## src/rtl/roachf_input_select_core.sv

```systemverilog
// ---------------------------------------------------------------------------
// roachf_input_select_core
//
// Routes NUM_IN ADC sample buses onto NUM_OUT F-engine input streams, or
// substitutes zero / ramp / constant test data. A new control word is
// debounced, held pending, and switched in on the PFB sync pulse so that
// every spectrum is built from a single configuration. Words with the
// immediate bit set are applied as soon as they are stable.
//
// Ports
//   user_clk      sole clock
//   user_rst_n    asynchronous active-low reset
//   ctrl_word     [1:0] sel0, [3:2] sel1, [5:4] mode0, [7:6] mode1,
//                 [15:8] constant byte, [31] immediate; other bits ignored
//   din           NUM_IN sample buses, bus i at [32i+31:32i]
//   din_valid     qualifies din (common to all inputs)
//   sync_in       one-cycle sync pulse, coincident with din
//   dout          NUM_OUT output streams, stream j at [32j+31:32j]
//   dout_valid    din_valid delayed 2 cycles
//   sync_out      sync_in delayed 2 cycles
//   cfg_pending   a new configuration is captured but not yet active
//   switch_count  number of configurations applied (wraps)
// ---------------------------------------------------------------------------
module roachf_input_select_core #(
    parameter int NUM_IN  = 4,
    parameter int NUM_OUT = 2,
    parameter int DATA_W  = 32,
    parameter int CNT_W   = 16
) (
    input  logic                      user_clk,
    input  logic                      user_rst_n,
    input  logic [31:0]               ctrl_word,
    input  logic [NUM_IN*DATA_W-1:0]  din,
    input  logic                      din_valid,
    input  logic                      sync_in,
    output logic [NUM_OUT*DATA_W-1:0] dout,
    output logic                      dout_valid,
    output logic                      sync_out,
    output logic                      cfg_pending,
    output logic [CNT_W-1:0]          switch_count
);

    // Configuration is kept as {immediate, ctrl_word[15:0]}; bits [30:16]
    // are never stored, so they can never look like a change.
    localparam logic [16:0] RESET_CFG = 17'h00004;

    typedef enum logic [1:0] {
        IDLE  = 2'd0,
        STAB  = 2'd1,
        ARMED = 2'd2,
        APPLY = 2'd3
    } state_t;

    state_t      state;
    state_t      next_state;
    logic [16:0] ctrl_q;
    logic [16:0] cand;
    logic [16:0] active;
    logic [16:0] eff_cfg;
    logic        load_cand;
    logic        do_apply;
    logic        ctrl_unused;

    logic [NUM_IN*DATA_W-1:0] s1_din;
    logic                     s1_valid;
    logic                     s1_sync;
    logic [7:0]               ramp      [NUM_OUT];
    wire  [7:0]               ramp_next [NUM_OUT];
    wire  [NUM_OUT*DATA_W-1:0] dout_next;

    assign ctrl_unused = ^ctrl_word[30:16];

    // The captured word resets to zero (not to the reset configuration), so
    // whatever the register holds after reset is re-detected and applied.
    always_ff @(posedge user_clk or negedge user_rst_n) begin
        if (!user_rst_n) begin
            ctrl_q <= '0;
        end else begin
            ctrl_q <= {ctrl_word[31], ctrl_word[15:0]};
        end
    end

    // STAB requires the candidate to be seen unchanged for a cycle, which
    // filters out torn register writes. ARMED gives sync priority over a
    // late change so the switch stays aligned to the sync beat.
    always_comb begin
        next_state  = state;
        load_cand   = 1'b0;
        do_apply    = 1'b0;
        cfg_pending = 1'b0;
        case (state)
            IDLE: begin
                if (ctrl_q != active) begin
                    next_state = STAB;
                    load_cand  = 1'b1;
                end
            end
            STAB: begin
                cfg_pending = 1'b1;
                if (ctrl_q == cand) begin
                    next_state = cand[16] ? APPLY : ARMED;
                end else begin
                    load_cand = 1'b1;
                end
            end
            ARMED: begin
                cfg_pending = 1'b1;
                if (sync_in) begin
                    next_state = APPLY;
                end else if (ctrl_q != cand) begin
                    next_state = STAB;
                    load_cand  = 1'b1;
                end
            end
            APPLY: begin
                do_apply   = 1'b1;
                next_state = IDLE;
            end
            default: next_state = IDLE;
        endcase
    end

    always_ff @(posedge user_clk or negedge user_rst_n) begin
        if (!user_rst_n) begin
            state        <= IDLE;
            cand         <= RESET_CFG;
            active       <= RESET_CFG;
            switch_count <= '0;
        end else begin
            state <= next_state;
            if (load_cand) begin
                cand <= ctrl_q;
            end
            if (do_apply) begin
                active       <= cand;
                switch_count <= switch_count + 1'b1;
            end
        end
    end

    // While in APPLY the beat in the second stage is the one that carried
    // the sync pulse, so it already has to see the candidate configuration.
    assign eff_cfg = do_apply ? cand : active;

    for (genvar j = 0; j < NUM_OUT; j++) begin : g_out
        logic [1:0]        sel;
        logic [1:0]        mode;
        logic [7:0]        base;
        logic [DATA_W-1:0] stream;

        assign sel  = eff_cfg[2*j +: 2];
        assign mode = eff_cfg[4+2*j +: 2];
        // The sync beat and the apply beat both restart the ramp at zero.
        assign base = (do_apply || s1_sync) ? 8'd0 : ramp[j];
        assign ramp_next[j] = s1_valid ? base + 8'd4 : base;

        always_comb begin
            stream = '0;
            case (mode)
                2'b00: begin
                    if (int'(sel) < NUM_IN) begin
                        stream = s1_din[int'(sel)*DATA_W +: DATA_W];
                    end
                end
                2'b01:   stream = '0;
                2'b10:   stream = {base + 8'd3, base + 8'd2, base + 8'd1, base};
                default: stream = {4{eff_cfg[15:8]}};
            endcase
        end

        assign dout_next[j*DATA_W +: DATA_W] = stream;
    end

    // Two pipeline stages: input capture, then selection into the output.
    always_ff @(posedge user_clk or negedge user_rst_n) begin
        if (!user_rst_n) begin
            s1_din     <= '0;
            s1_valid   <= 1'b0;
            s1_sync    <= 1'b0;
            dout       <= '0;
            dout_valid <= 1'b0;
            sync_out   <= 1'b0;
            for (int j = 0; j < NUM_OUT; j++) begin
                ramp[j] <= 8'd0;
            end
        end else begin
            s1_din     <= din;
            s1_valid   <= din_valid;
            s1_sync    <= sync_in;
            dout       <= dout_next;
            dout_valid <= s1_valid;
            sync_out   <= s1_sync;
            for (int j = 0; j < NUM_OUT; j++) begin
                ramp[j] <= ramp_next[j];
            end
        end
    end

endmodule
```

## config.mk

```make
export PLATFORM = sky130hd
export DESIGN_NAME = roachf_input_select_core
export DESIGN_NICKNAME = d
export VERILOG_FILES = /design/src/rtl/roachf_input_select_core.sv
export SDC_FILE = /design/constraint.sdc
export NUM_CORES = 1
export LEC_CHECK = 0
export ABC_CLOCK_PERIOD_IN_PS = 3500
export CAP_MARGIN = 30
export CELL_PAD_IN_SITES_DETAIL_PLACEMENT = 1
export CELL_PAD_IN_SITES_GLOBAL_PLACEMENT = 1
export CORE_ASPECT_RATIO = 1.75
export CORE_MARGIN = 1
export CORE_UTILIZATION = 31
export CTS_BUF_LIST = sky130_fd_sc_hd__clkbuf_2 sky130_fd_sc_hd__clkbuf_4 sky130_fd_sc_hd__clkbuf_8
export DETAILED_ROUTE_END_ITERATION = 10
export PLACE_DENSITY_LB_ADDON = 0.12
export SYNTH_ARGS = -nofsm -noshare
export SYNTH_HDL_FRONTEND = slang
export SYNTH_SLANG_ARGS = --single-unit
```

## constraint.sdc

```tcl
create_clock -name user_clk -period 3.5 [get_ports user_clk]
set_input_delay 0.7 -clock user_clk [delete_from_list [all_inputs] [get_ports user_clk]]
set_output_delay 0.7 -clock user_clk [all_outputs]
set_load 0.03 [all_outputs]
```

==> Yosys cells after proc, flatten, opt, wreduce, memory -nomap -nowiden <==
Cells that the tools add are included.
{ "word_totals": {"ff_bits": 281, "input_bits": 164, "output_inout_bits": 83, "word_cells": 64} }
{ "classes": {"addsub": 9, "eq_ne": 13, "shifts": 2, "n_mux": 20, "n_reduce_logical": 6} }
{ "op_table": {"columns": ["operator", "count"], "rows": [
  ["$shiftx A128 B8 Y32", 2],
  ["$pmux W32 S3", 2],
  ["$ne A17 B17 Y1", 2],
  ["$add A8 B2 Y8 const B", 4],
  ["$mux W8", 4],
  ["$eq A17 B17 Y1", 1],
  ["$add A16 B1 Y16 const B", 1],
  ["$add A8 B1 Y8 const B", 2],
  ["$add A8 B3 Y8 const B", 2],
  ["$mux W16", 1],
  ["$eq A2 B2 Y1 const B", 4],
  ["$mux W2", 4],
  ["$pmux W2 S4", 1],
  ["$mux W1", 7],
  ["$eq A2 B1 Y1 const B", 3],
  ["$logic_not A2 Y1", 3],
  ["$ne A2 B2 Y1 const B", 2],
  ["$ne A3 B3 Y1 const B", 1],
  ["$pmux W1 S3", 1],
  ["$reduce_and A3 Y1", 1],
  ["$reduce_or A2 Y1", 1],
  ["$logic_or A1 B1 Y1", 1]
]} }

==> Logic depth before layout (Yosys ltp) <==
Gate-level depths: netlist of the first run.
{ "depth": {"depth_word": 6, "depth_mapped": 14} }

==> Least setup slack after synthesis of the first run <==
Ideal clock, no wire load.
{ "synth_path": {"kind": "reg-to-reg", "from": "register state[0]", "to": "register dout[31]", "setup_ns": 0.137, "arrival_ns": 2.352, "required_ns": 3.363, "setup_slack_ns": 1.012, "stages_incl_launch_ff": 14, "path_buffers": 2, "period_less_slack_ns": 2.488, "cell_sequence": "dfrtp_1 ha_1 buf_6 buf_6 nor2_2 nand2_1 inv_1 ha_1 nand2_1 a21oi_1 nand4_1 xnor2_1 a31oi_1 o22ai_1"} }
{ "synth_via": {"elab_chain_len": 6, "word_cells_on_any_way": 11, "classes_between": "add/sub: 1; eq/ne: 3; shift: 1; mux: 4; reduce/logical: 2"} }
{ "synth_rtl": {"columns": ["element", "line", "rtl"], "rows": [
  ["start: declaration", "54", "state_t state;"],
  ["start signal: assignment", "130", "state <= next_state;"],
  ["$eq A2 B2 Y1 (*)", "91", "case (state)"],
  ["$mux W1 (*)", "91", null],
  ["parallel branches: the longest is 3 deep, another holds $shiftx A128 B8 Y32", null, null],
  ["$pmux W32 S3 (*)", "159", "case (mode)"],
  ["net g_out[0].stream[31]", "149", "logic [DATA_W-1:0] stream;"],
  ["end signal: assignment", "190", "dout <= dout_next;"],
  ["end: declaration", "36", "output logic [NUM_OUT*DATA_W-1:0] dout,"]
]} }
Mark *: on every way through the listed nets, which the timed path passes.
A chain may end at the register's enable or synchronous reset.

==> Worst setup path after layout of the first run <==
Same ends and word-level chain as after synthesis.

==> results.py, run 1 <==
metrics = {
    "status": {
        "status": "finished, final reports clean",
    },
    "power_and_ir_drop": {
        "switching_share": 0.423,
        "switching_power_w": 0.00644,
        "ir_drop_uv": 338,
        "pwr-share-clk": 0.195,
        "power_frac_comb": 0.510,
        "power_density_nw_per_um2": 961,
        "power_frac_seq": 0.295,
        "p_int_w": 0.00878,
        "power.total_w": 0.0152,
        "p_leak_nw": 6.69,
    },
    "timing": {
        "tightest_slew_ns": 0.723,
        "grt_setup_unrepaired": "false",
        "drv_slew": 0,
        "slew_headroom": 0.504,
        "fin_crit_ns": 3.08,
        "fmax_mhz": 325,
        "hold_viol_final": 0,
        "clock_skew_ns": 0.0260,
        "finalCritPeriodShare": 0.879,
        "setup_viol": 0,
        "fin_tns_setup_ns": 0,
    },
    "routing": {
        "drt_iter0_drc": 333,
        "finalWirelength_um": 39600,
        "wl_per_cell_um": 23.2,
        "num_vias": 8508,
        "ant_nets": 0,
        "drt_pass1_iterations": 4,
        "vias_per_cell": 4.99,
        "remaining_drc_errors": 0,
    },
    "global_route": {
        "grt_max_degree": 82,
        "grt_first_pass_wirelength_um": 58900,
        "grt_pass1_vias": 9546,
        "grt_util_all_layers": 0.208,
        "grt_overflow": 0,
        "grt_antenna_before_repair": 1,
    },
    "clocking": {
        "clock_latency_ns": 0.59,
        "cts_buffer_depth": 3,
        "postCtsHoldBufs": 0,
        "cts_tree": "yes",
        "post_cts_resized": 0,
        "cts_buffers": 45,
        "htreeDepth": 2,
        "cts_sinks": 281,
        "clockRootBuffer": "clkbuf_8",
        "path_clk_slew_ns": 0.07,
        "cts_setup_buffers": 0,
    },
    "floorplan": {
        "die_w_um": 150,
        "start_util": 0.315,
        "core_area_sq_um": 37800,
        "die_h_um": 261,
        "fp-row-count": 94,
        "ios": 247,
        "dieArea_sq_um": 39200,
    },
    "synth": {
        "yosys.area.top_type": "dfrtp_1",
        "synth_edf_count": 0,
        "ys_top_cells_by_area": "dfrtp_1 (59%), mux4_2 (8.3%), nand2_1 (3.8%), xor2_1 (3.8%), xnor2_1 (3.1%)",
        "synth_top_area_share": 0.586,
        "netlist_area_sq_um": 11900,
        "yosys_warnings": 0,
        "ys_seq_elements": 281,
        "syn_nets": 1108,
        "async_flop_share": 1.00,
        "yosysSeqAreaShare": 0.591,
        "avgSynthCellArea_sq_um": 12.8,
        "synth-main-ff-cell": "dfrtp_1",
        "synth_cell_types": 57,
        "syn_inst": 931,
    },
    "placement": {
        "hpwl_um": 30000,
        "placed_cells": 1624,
        "portBuffers": 231,
        "gp_congestion": 0.844,
    },
    "cells_and_area": {
        "final_nets": 1368,
        "fill_cells": 3973,
        "multi_input_area_sq_um": 4550,
        "ff_latch_area_sq_um": 7030,
        "final_core_utilization": 0.420,
        "final_layout_size_suffix_gt1_frac": 0.164,
        "finalNonFillerCells": 1704,
        "area_growth_pct": 33.0,
    },
    "critical_path": {
        "r2r-start": "state[0]",
        "crit_buf_inv": 2,
        "cp_max_fo": 40,
        "cp_top_family": "compound AO/OA/AOI/OAI gates",
        "critPathCaptureType": "flop",
        "reg2reg_slack_ns": 0.42,
        "cp-start-kind": "flop",
        "path_cells": "ha_2 > mux2i_4 > buf_12 > inv_1 > nand2_1 > and3_1 > a311oi_1 > a31oi_1 > o22ai_1",
        "cp.required_ns": 3.99,
        "slowest_delay_ns": 0.66,
        "startpoint": "state[0]",
        "crit_path_end": "dout[31]",
        "r2r-end": "dout[31]",
        "path_depth": 9,
        "crit_type": "flop to flop",
        "slowest_stage": "ha_2",
        "reg2regPathDepth": 9,
        "worstPathArrival_ns": 3.57,
    },
    "run": {
        "max_cap_violations": 0,
    },
    "min_path": {
        "hp-class": "input port to async pin",
    },
}
-- registers in the layout (all words and copies together), names as in the netlist --
register	cells
s1_valid	1
s1_sync	1
ramp	16
dout_valid	1
sync_out	1
state	2
cand	17
dout	64
s1_din	128
active	17
ctrl_q	17
switch_count	16
-- layout by cell type (no fill, tap or decap), types with 3 or more instances in the layout --
cell	synthesis	routed
nand3_1	31	31
clkdlybuf4s50_1	0	230
or3_1	3	3
a221oi_1	11	11
nor3_1	4	4
and3_1	16	16
a221o_1	13	13
buf_12	0	5
mux2i_1	6	5
inv_1	20	20
clkinv_2	0	4
nand2b_1	4	4
mux2i_4	3	5
buf_4	5	27
o21ai_0	16	16
nor2_1	38	37
xor2_1	51	51
o22ai_1	12	12
a31oi_1	13	13
clkbuf_8	0	58
clkbuf_4	0	16
and2_1	8	8
a311oi_1	13	13
ha_1	13	12
nor2_2	3	4
nand4_1	13	13
a21o_1	9	9
mux2_2	24	24
a22oi_1	4	4
inv_2	3	3
nor4_1	5	5
dfrtp_1	279	279
xnor2_1	42	42
nand2_1	122	122
a21oi_1	24	24
mux4_2	44	44
a32oi_1	5	5
-- per-layer routing --
layer / vias to the layer above / track usage / wire length (um)
li1: 3840 / - / -
met1: 4352 / 0.231 / 14800
met2: 243 / 0.384 / 21500
met3: 73 / 0.0348 / 1730
met4: 0 / 0.0918 / 1570
met5: - / 0 / 0
-- layout make-up --
class                   instances  share of cell area
diodes                          1            0.000158
clock buffers                  74              0.0580
clock inverters                 5             0.00174
inverters                      24             0.00569
well taps                     480              0.0379
multi-input cells             576               0.287
flip-flops and latches        281               0.444
repair buffers                263               0.165
-- worst min-delay path by stage --
| stage | start | cells after the start | slack, ns | to |
|---|---|---|---|---|
| final | user_rst_n | 1 | 0.09 | dout[17] |
| after global routing | user_rst_n | 1 | 0.14 | dout[17] |
| after CTS | user_rst_n | 1 | 0.1 | dout[17] |
| after detailed placement | switch_count[15] | 1 | 0.47 | switch_count[15] |
| after global placement | switch_count[15] | 1 | 0.46 | switch_count[15] |
| after floorplan | s1_valid | 0 | 0.39 | dout_valid |
-- Yosys cell counts (17+ instances only) --
cell	number
nand3_1	31
buf_2	17
mux4_2	44
inv_1	20
nor2_1	38
xnor2_1	42
nand2_1	122
xor2_1	51
clkbuf_1	20
dfrtp_1	279
mux2_2	24
a21oi_1	24
-- per-stage QoR --
step                hold WS [ns]  setup slack, ns  area [sq um]
finish                    0.0892            0.423         15800
global route               0.137           0.0781         15800
CTS                       0.0992            0.370         15800
detailed placement         0.471            0.386         14900
global placement           0.461            0.446         14900
floorplan                  0.393             1.01         11900
-- logic make-up after synthesis --
group	after synthesis	share of synthesized area
flops	281	0.591
mux	79	0.119
buf+inv	74	0.0298
compound gates	135	0.0803
xor+xnor	93	0.0684
simple gates	256	0.0985
fa+ha+maj	13	0.0137
-- power groups by stage --
| stage | registers, W | logic [W] | clock network [W] |
|---|---|---|---|
| floorplan | 0.00505 | 0.00414 | 0 |
| global placement | 0.00454 | 0.00782 | 0 |
| detailed placement | 0.00456 | 0.00786 | 0 |
| CTS | 0.00450 | 0.00788 | 0.00308 |
| global route | 0.00456 | 0.00832 | 0.00320 |
| finish | 0.00449 | 0.00777 | 0.00297 |
No activity file was read; power rests on OpenSTA's default activity.
==> run 2: changes to the inputs <==
--- a/config.mk
+++ b/config.mk
@@ -14,7 +14,7 @@
 export CORE_UTILIZATION = 31
 export CTS_BUF_LIST = sky130_fd_sc_hd__clkbuf_2 sky130_fd_sc_hd__clkbuf_4 sky130_fd_sc_hd__clkbuf_8
 export DETAILED_ROUTE_END_ITERATION = 10
-export PLACE_DENSITY_LB_ADDON = 0.12
+export PLACE_DENSITY = 0.61
 export SYNTH_ARGS = -nofsm -noshare
 export SYNTH_HDL_FRONTEND = slang
 export SYNTH_SLANG_ARGS = --single-unit
==> constraint.sdc (replaced) <==
create_clock -name user_clk -period 3.5 [get_ports user_clk]
set_input_delay 0.7 -clock user_clk [delete_from_list [all_inputs] [get_ports user_clk]]
set_output_delay 0.7 -clock user_clk [all_outputs]
set_load 0.05 [all_outputs]
==> results.py, run 2 (synthesis gave the netlist of run 1 again) <==
metrics = {
    "clocking": {
        "postCtsHoldBufs": 0,
        "cts_buffers": 45,
        "htreeDepth": 2,
        "cts_sinks": 281,
        "clockRootBuffer": "clkbuf_8",
        "clock_latency_ns": 0.60,
        "path_clk_slew_ns": 0.06,
        "cts_setup_buffers": 0,
        "cts_buffer_depth": 3,
        "cts_tree": "yes",
        "post_cts_resized": 0,
    },
    "floorplan": {
        "die_w_um": 150,
        "fp-row-count": 94,
        "start_util": 0.315,
        "core_area_sq_um": 37800,
        "dieArea_sq_um": 39200,
        "ios": 247,
        "die_h_um": 261,
    },
    "cells_and_area": {
        "final_layout_size_suffix_gt1_frac": 0.168,
        "final_cell_mix": "dfrtp_1 (279), clkdlybuf4s50_1 (230), nand2_1 (122)",
        "final_common_cell": "dfrtp_1",
        "top_regs": "s1_din (128), dout (64)",
        "regMostFlops": "s1_din",
        "final_nets": 1375,
        "finalNonFillerCells": 1709,
        "fill_cells": 3993,
        "area_growth_pct": 33.3,
        "largest_reg_flops": 128,
    },
    "routing": {
        "num_vias": 8648,
        "remaining_drc_errors": 0,
        "ant_nets": 0,
        "wl_per_cell_um": 22.8,
        "drt_iter0_drc": 299,
        "finalWirelength_um": 38900,
        "vias_per_cell": 5.06,
        "drt_pass1_iterations": 5,
    },
    "power_and_ir_drop": {
        "p_leak_nw": 6.72,
        "power_density_nw_per_um2": 996,
        "ir_drop_uv": 329,
    },
    "global_route": {
        "grt_util_all_layers": 0.205,
        "grt_antenna_before_repair": 1,
        "grt_overflow": 0,
        "grt_pass1_vias": 9584,
        "grt_max_degree": 80,
        "grt_first_pass_wirelength_um": 58700,
    },
    "placement": {
        "gp_congestion": 0.896,
        "portBuffers": 231,
        "place_ws_ns": 0.337,
        "hpwl_um": 29800,
        "placed_cells": 1631,
    },
    "critical_path": {
        "cp-start-kind": "flop",
        "cp.required_ns": 4.01,
        "cp_max_fo": 19,
        "crit_type": "flop to flop",
        "worstPathArrival_ns": 3.67,
        "critPathCaptureType": "flop",
    },
    "status": {
        "status": "finished, final reports clean",
    },
    "timing": {
        "clock_skew_ns": 0.0289,
        "tightest_slew_ns": 0.792,
        "fin_crit_ns": 3.16,
        "grt_setup_unrepaired": "false",
        "setup_viol": 0,
        "slew_headroom": 0.472,
        "drv_slew": 0,
        "fmax_mhz": 317,
        "layout_setup_ws_ns": 0.344,
        "whs_ns": 0.00653,
        "fin_tns_setup_ns": 0,
        "finalCritPeriodShare": 0.902,
        "hold_viol_final": 0,
    },
    "run": {
        "max_cap_violations": 0,
    },
    "min_path": {
        "hp-class": "input port to async pin",
    },
}
## run 2: path summary, 6_finish.rpt
path	startpoint	to	slack [ns]	cells past startpoint
max in group asynchronous	user_rst_n	s1_din[42]	2.56	2
hold / removal	user_rst_n	ctrl_q[5]	0.007	1
hold reg to reg	switch_count[15]	switch_count[15]	0.47	1
setup / recovery	state[0]	dout[48]	0.34	7
min in group user_clk	switch_count[15]	switch_count[15]	0.47	1
setup reg to reg	state[0]	dout[48]	0.34	7
## run 2: routing by layer
layer	part of all wire	track usage	routed length, um	up-vias
met2	0.56	0.389	21900	255
li1	-	-	-	3829
met5	0	0	0	-
met4	0.033	0.0901	1290	0
met3	0.041	0.0265	1610	72
met1	0.36	0.225	14100	4492
## run 2: stage by stage
step	area [sq um]	total power, W	util
5_1_grt	15900	0.0167	0.420
2_1_floorplan	11900	0.00972	-
3_5_place_dp	14900	0.0130	0.396
6_report	15900	0.0158	0.420
3_3_place_gp	14900	0.0129	0.396
4_1_cts	15900	0.0160	0.420
## run 2: critical path, cell delays in order (launching register included)
cell and delay (ns):
dfrtp_1 0.46, ha_2 0.61, buf_4 0.40, mux2_1 0.40, and2_1 0.71, nand2_1 0.18, o31ai_1 0.17, a21o_1 0.13
## run 2: cell type report
| class | count | area [sq um] | share of cell area |
|---|---|---|---|
| inverter | 24 | 90.1 | 0.00568 |
| sequential | 281 | 7030 | 0.443 |
| clock buffer | 72 | 872 | 0.0549 |
| antenna | 1 | 2.50 | 0.000158 |
| tap | 480 | 601 | 0.0378 |
| timing repair buffer | 270 | 2670 | 0.168 |
| clock inverter | 5 | 53.8 | 0.00339 |
| multi-input combinational | 576 | 4550 | 0.286 |
## run 2: where the power goes
group	internal, W	switching (W)	leakage, nW
Sequential	0.00398	0.000535	3.40
Clock	0.00164	0.00132	0.499
Combinational	0.00328	0.00505	2.82
Total	0.00891	0.00691	6.72
